===== config.mk =====
export PLATFORM = sky130hd
export DESIGN_NAME = pa_mem_port_arbiter
export DESIGN_NICKNAME = d
export VERILOG_FILES = /design/src/rtl/pa_mem_port_arbiter.sv
export SDC_FILE = /design/constraint.sdc
export NUM_CORES = 1
export LEC_CHECK = 0
export ABC_AREA = 1
export CORE_AREA = 3 3 106 108
export CTS_BUF_LIST = sky130_fd_sc_hd__clkbuf_4 sky130_fd_sc_hd__clkbuf_8 sky130_fd_sc_hd__clkbuf_16
export DETAILED_ROUTE_END_ITERATION = 12
export DIE_AREA = 0 0 109 111
export GPL_ROUTABILITY_DRIVEN = 0
export PLACE_DENSITY = 0.88
export SLEW_MARGIN = 20
export SYNTH_ARGS = -nofsm -noshare
export SYNTH_HDL_FRONTEND = slang
export SYNTH_SLANG_ARGS = --single-unit

===== constraint.sdc =====
create_clock -name clk -period 2.4 [get_ports clk]
set_input_delay 0.36 -clock clk [delete_from_list [all_inputs] [get_ports clk]]
set_output_delay 0.36 -clock clk [all_outputs]
set_load 0.01 [all_outputs]

===== src/rtl/pa_mem_port_arbiter.sv =====
// pa_mem_port_arbiter: shares one memory port between fetch and load/store, data first with bounded fetch starvation.
module pa_mem_port_arbiter #(
    parameter int ADDR_W     = 9,
    parameter int DATA_W     = 32,
    parameter int MEM_LAT    = 2,
    parameter int STARVE_MAX = 3
) (
    input  logic              clk,
    input  logic              reset,
    input  logic              if_req,
    input  logic [ADDR_W-1:0] if_addr,
    output logic              if_done,
    output logic [DATA_W-1:0] if_rdata,
    output logic              if_stall,
    input  logic              d_req,
    input  logic              d_we,
    input  logic [1:0]        d_size,
    input  logic [ADDR_W-1:0] d_addr,
    input  logic [DATA_W-1:0] d_wdata,
    output logic              d_done,
    output logic [DATA_W-1:0] d_rdata,
    output logic              d_stall,
    output logic              mem_en,
    output logic              mem_we,
    output logic [1:0]        mem_size,
    output logic [ADDR_W-1:0] mem_addr,
    output logic [DATA_W-1:0] mem_wdata,
    input  logic [DATA_W-1:0] mem_rdata
);
    typedef enum logic [1:0] {IDLE, ACCESS, DONE} state_t;
    localparam int CW = MEM_LAT > 1 ? $clog2(MEM_LAT) : 1;
    localparam int SW = $clog2(STARVE_MAX + 1);

    state_t         state, state_nx;
    logic [CW-1:0]  cnt;
    logic [SW-1:0]  starve;
    logic           owner_f, arb, grant_d, grant_f, last;

    // The edge leaving DONE arbitrates, so back-to-back accesses take MEM_LAT+1 cycles.
    assign arb     = state != ACCESS;
    assign grant_d = arb & d_req & (~if_req | (starve != SW'(STARVE_MAX)));
    assign grant_f = arb & if_req & ~grant_d;
    assign last    = (state == ACCESS) && (cnt == '0);

    always_ff @(posedge clk or negedge reset)
        if (!reset) state <= IDLE;
        else        state <= state_nx;

    always_comb
        state_nx = state == ACCESS ? (last ? DONE : ACCESS) : ((grant_d | grant_f) ? ACCESS : IDLE);

    // A requester that dropped its req (flush) gets no done pulse.
    always_comb begin
        if_done = (state == DONE) & owner_f & if_req;
        d_done  = (state == DONE) & ~owner_f & d_req;
    end

    assign if_stall = if_req & ~if_done;
    assign d_stall  = d_req & ~d_done;

    always_ff @(posedge clk or negedge reset)
        if (!reset) begin
            cnt       <= '0;
            starve    <= '0;
            owner_f   <= 1'b0;
            mem_en    <= 1'b0;
            mem_we    <= 1'b0;
            mem_size  <= '0;
            mem_addr  <= '0;
            mem_wdata <= '0;
            if_rdata  <= '0;
            d_rdata   <= '0;
        end else begin
            mem_en <= grant_d | grant_f;
            cnt    <= state == ACCESS ? cnt - 1'b1 : CW'(MEM_LAT - 1);
            if (grant_d) begin
                owner_f   <= 1'b0;
                mem_addr  <= d_addr;
                mem_we    <= d_we;
                mem_size  <= d_size;
                mem_wdata <= d_wdata;
                starve    <= if_req ? (starve == SW'(STARVE_MAX) ? starve : starve + 1'b1) : '0;
            end else if (grant_f) begin
                owner_f  <= 1'b1;
                mem_addr <= if_addr;
                mem_we   <= 1'b0;
                mem_size <= 2'b10;
                starve   <= '0;
            end
            if (last && owner_f)            if_rdata <= mem_rdata;
            if (last && !owner_f && !mem_we) d_rdata <= mem_rdata;
        end
endmodule


==> impl_metrics.env <==
export IMPL_ant_nets=0
export IMPL_synth_area_per_cell_um2=8.550
export IMPL_drtPass1Iterations=5
export IMPL_syn2layout_area_growth_pct=60.17
export IMPL_grt_usage=0.2451
export IMPL_end_kind="primary output"
export IMPL_cts_resized=0
export IMPL_max_cap_violations=0
export IMPL_cp_arrival_ns=1.81
export IMPL_grt_max_degree=54
export IMPL_setup_viol=0
export IMPL_dpl_hpwl_um=10110
export IMPL_finalHoldViolations=0
export IMPL_drv_slew=0
export IMPL_rows=37
export IMPL_total_power_w=0.01075
export IMPL_fin_crit_sh=0.9046
export IMPL_required_ns=2.04
export IMPL_viasPerCell=5.037
export IMPL_fp_coreArea_mm2=0.01032
export IMPL_vdd_drop_max_v=0.0006621
export IMPL_fillerInstances=708
export IMPL_ys_warnings_count=0
export IMPL_p_leak_nw=3.739
export IMPL_worstSetupPathType="flip-flop to primary output"
export IMPL_clk_pin_slew_ns=0.05
export IMPL_die_w_um=109
export IMPL_slew_headroom=0.5416
export IMPL_grt_overflow_total=0
export IMPL_clockBufferDepth=2
export IMPL_cts_sinks=115
export IMPL_diodes=0
export IMPL_rsz0062_at_grt="no"
export IMPL_post_cts_buffers=0
export IMPL_drc=0
export IMPL_fin_skew_ns=0.005712
export IMPL_placed_cells=867
export IMPL_nNetsFinal=841
export IMPL_yosys_area_share_xor_xnor=0
export IMPL_pin_count=202
export IMPL_wl_um=14240
export IMPL_cts_tree="yes"
export IMPL_max_slew_worst_pin_slew_ns=0.6876
export IMPL_vias=4533
export IMPL_die_y_um=111
export IMPL_fmax_mhz=460.6
export IMPL_syn_num_nets=636
export IMPL_first_global_vias=4663
export IMPL_setup_tns_ns=0
export IMPL_cts_hold_buf=1
export IMPL_drive_gt1_frac=0.07330
export IMPL_yosysSeqAreaShare=0.6165
export IMPL_clockRootBuffer="clkbuf_8"
export IMPL_hold_class="input port to flip-flop"
export IMPL_start_util=0.4522
export IMPL_syn_inst=546
export IMPL_grt_pass1_wl_um=23140
export IMPL_synth_cell_types=14
export IMPL_syn_area_mm2=0.004668
export IMPL_drt_initial_drc_count=281
export IMPL_synthSimpleGateAreaFrac=0.3340
export IMPL_synth_fa_ha_area_frac=0.002680
export IMPL_port_buffers=201
export IMPL_critPathLaunchType="flip-flop"
export IMPL_cts_htree_levels=4
export IMPL_clk_latency_ns=0.51
export IMPL_synth_compound_area_share=0
export IMPL_cp_max_fo=4
export IMPL_power_density_mw_per_mm2=1437
export IMPL_synth_mux_area_frac=0
export IMPL_antenna_found_initial=0
export IMPL_status="complete, no violations"
export IMPL_synth_top_family_by_area="simple AND/OR/NAND/NOR gates"
export IMPL_synth_seq_cells=115
export IMPL_finalNonFillerCells=900
export IMPL_period_minus_slack_ns=2.171
export IMPL_dieArea_mm2=0.01210
export IMPL_numCtsBuffers=17
export IMPL_detail_route_wl_per_cell_um=15.82
## Yosys cell counts, drive strengths merged
cell type	instances	share of area
dfrtp	115	0.62
inv	19	0.015
buf	24	0.027
ha	1	0.0027
nor2	6	0.0080
nand2	304	0.25
nand3	60	0.064
clkbuf	6	0.0048
nand4	10	0.013
nor3	1	0.0021
## area by class of cell
class,instances,area [um^2],share of cell area
clock buffers,23,484.2,0.06476
flip-flops and latches,115,2878,0.3849
clock inverters,9,126.4,0.01690
multi-input cells,382,1585,0.2120
inverters,19,71.32,0.009538
repair buffers,216,2162,0.2892
well taps,136,170.2,0.02276
## worst max-delay path, cell delays in order (launching register included)
cell and delay [ns]:
dfrtp_1 0.42, inv_2 0.12, nand3_1 0.13, nor2_1 0.10, clkdlybuf4s50_1 0.54
## stage by stage
stage               utilization  setup slack, ns  hold WS, ns  instance area (um^2)
finish                   0.7243           0.2289       0.3929                  7477
global route             0.7243           0.1303       0.3837                  7477
CTS                      0.7243           0.1775       0.3732                  7477
detailed placement       0.6642           0.4315       0.4461                  6857
global placement         0.6642           0.4282       0.4335                  6857
floorplan                     -            1.095      0.06441                  4668
## layout by cell type (no fill, tap or decap)
master | Yosys | routed
clkinv_2 | 0 | 4
ha_1 | 1 | 1
dfrtp_1 | 115 | 115
bufinv_16 | 0 | 3
buf_12 | 0 | 3
clkbuf_8 | 0 | 5
nand4_1 | 10 | 10
nand3_2 | 0 | 1
dlygate4sd3_1 | 0 | 1
nor3_4 | 0 | 1
clkdlybuf4s50_1 | 0 | 200
nand2_4 | 1 | 1
inv_2 | 3 | 3
clkbuf_16 | 0 | 16
nand2_1 | 303 | 303
nor2_4 | 2 | 2
clkinvlp_4 | 0 | 1
inv_1 | 16 | 16
clkbuf_4 | 0 | 2
nor2_1 | 4 | 3
nor2_2 | 0 | 1
nand3_1 | 60 | 59
buf_4 | 2 | 12
clkinv_4 | 0 | 1
## sequential cells by signal, indices dropped and copies added, names as in the netlist, 2 cells and up
name / count
mem_size: 2
if_rdata: 32
mem_wdata: 32
state: 2
mem_addr: 9
starve: 2
d_rdata: 32
## worst paths after layout
kind	cells after the start	end	slack, ns	startpoint
max in group asynchronous	3	mem_we	1.30	reset
worst min-delay path	3	mem_wdata[17]	0.39	d_wdata[17]
worst max-delay path	4	d_done	0.23	owner_f
worst min register to register	2	d_rdata[2]	0.47	d_rdata[2]
worst max register to register	7	if_rdata[16]	0.77	state[1]
min in group asynchronous	2	d_rdata[25]	0.43	reset
## routing by layer
layer / part of all wire / wire [um] / vias up / GRT usage
met5: 0 / 0 / - / 0
met4: 0.022 / 316 / 0 / 0.09343
met3: 0.11 / 1531 / 29 / 0.09552
met2: 0.50 / 7084 / 224 / 0.4140
met1: 0.37 / 5308 / 2164 / 0.2757
li1: - / - / 2116 / -
## kinds of logic (layout without fill, tap and decap cells)
| kind of cell | count (synthesis) | after routing |
|---|---|---|
| flip-flops | 115 | 115 |
| buffers and inverters | 49 | 267 |
| adder cells (fa/ha/maj) | 1 | 1 |
| AND/OR/NAND/NOR | 381 | 381 |
## report_power, final
group | switching (W) | leakage, nW | internal, W
Sequential | 0.000584 | 1.41 | 0.00291
Clock | 0.000858 | 0.305 | 0.00171
Combinational | 0.00238 | 2.03 | 0.00231
(Power assumes the default switching activity.)
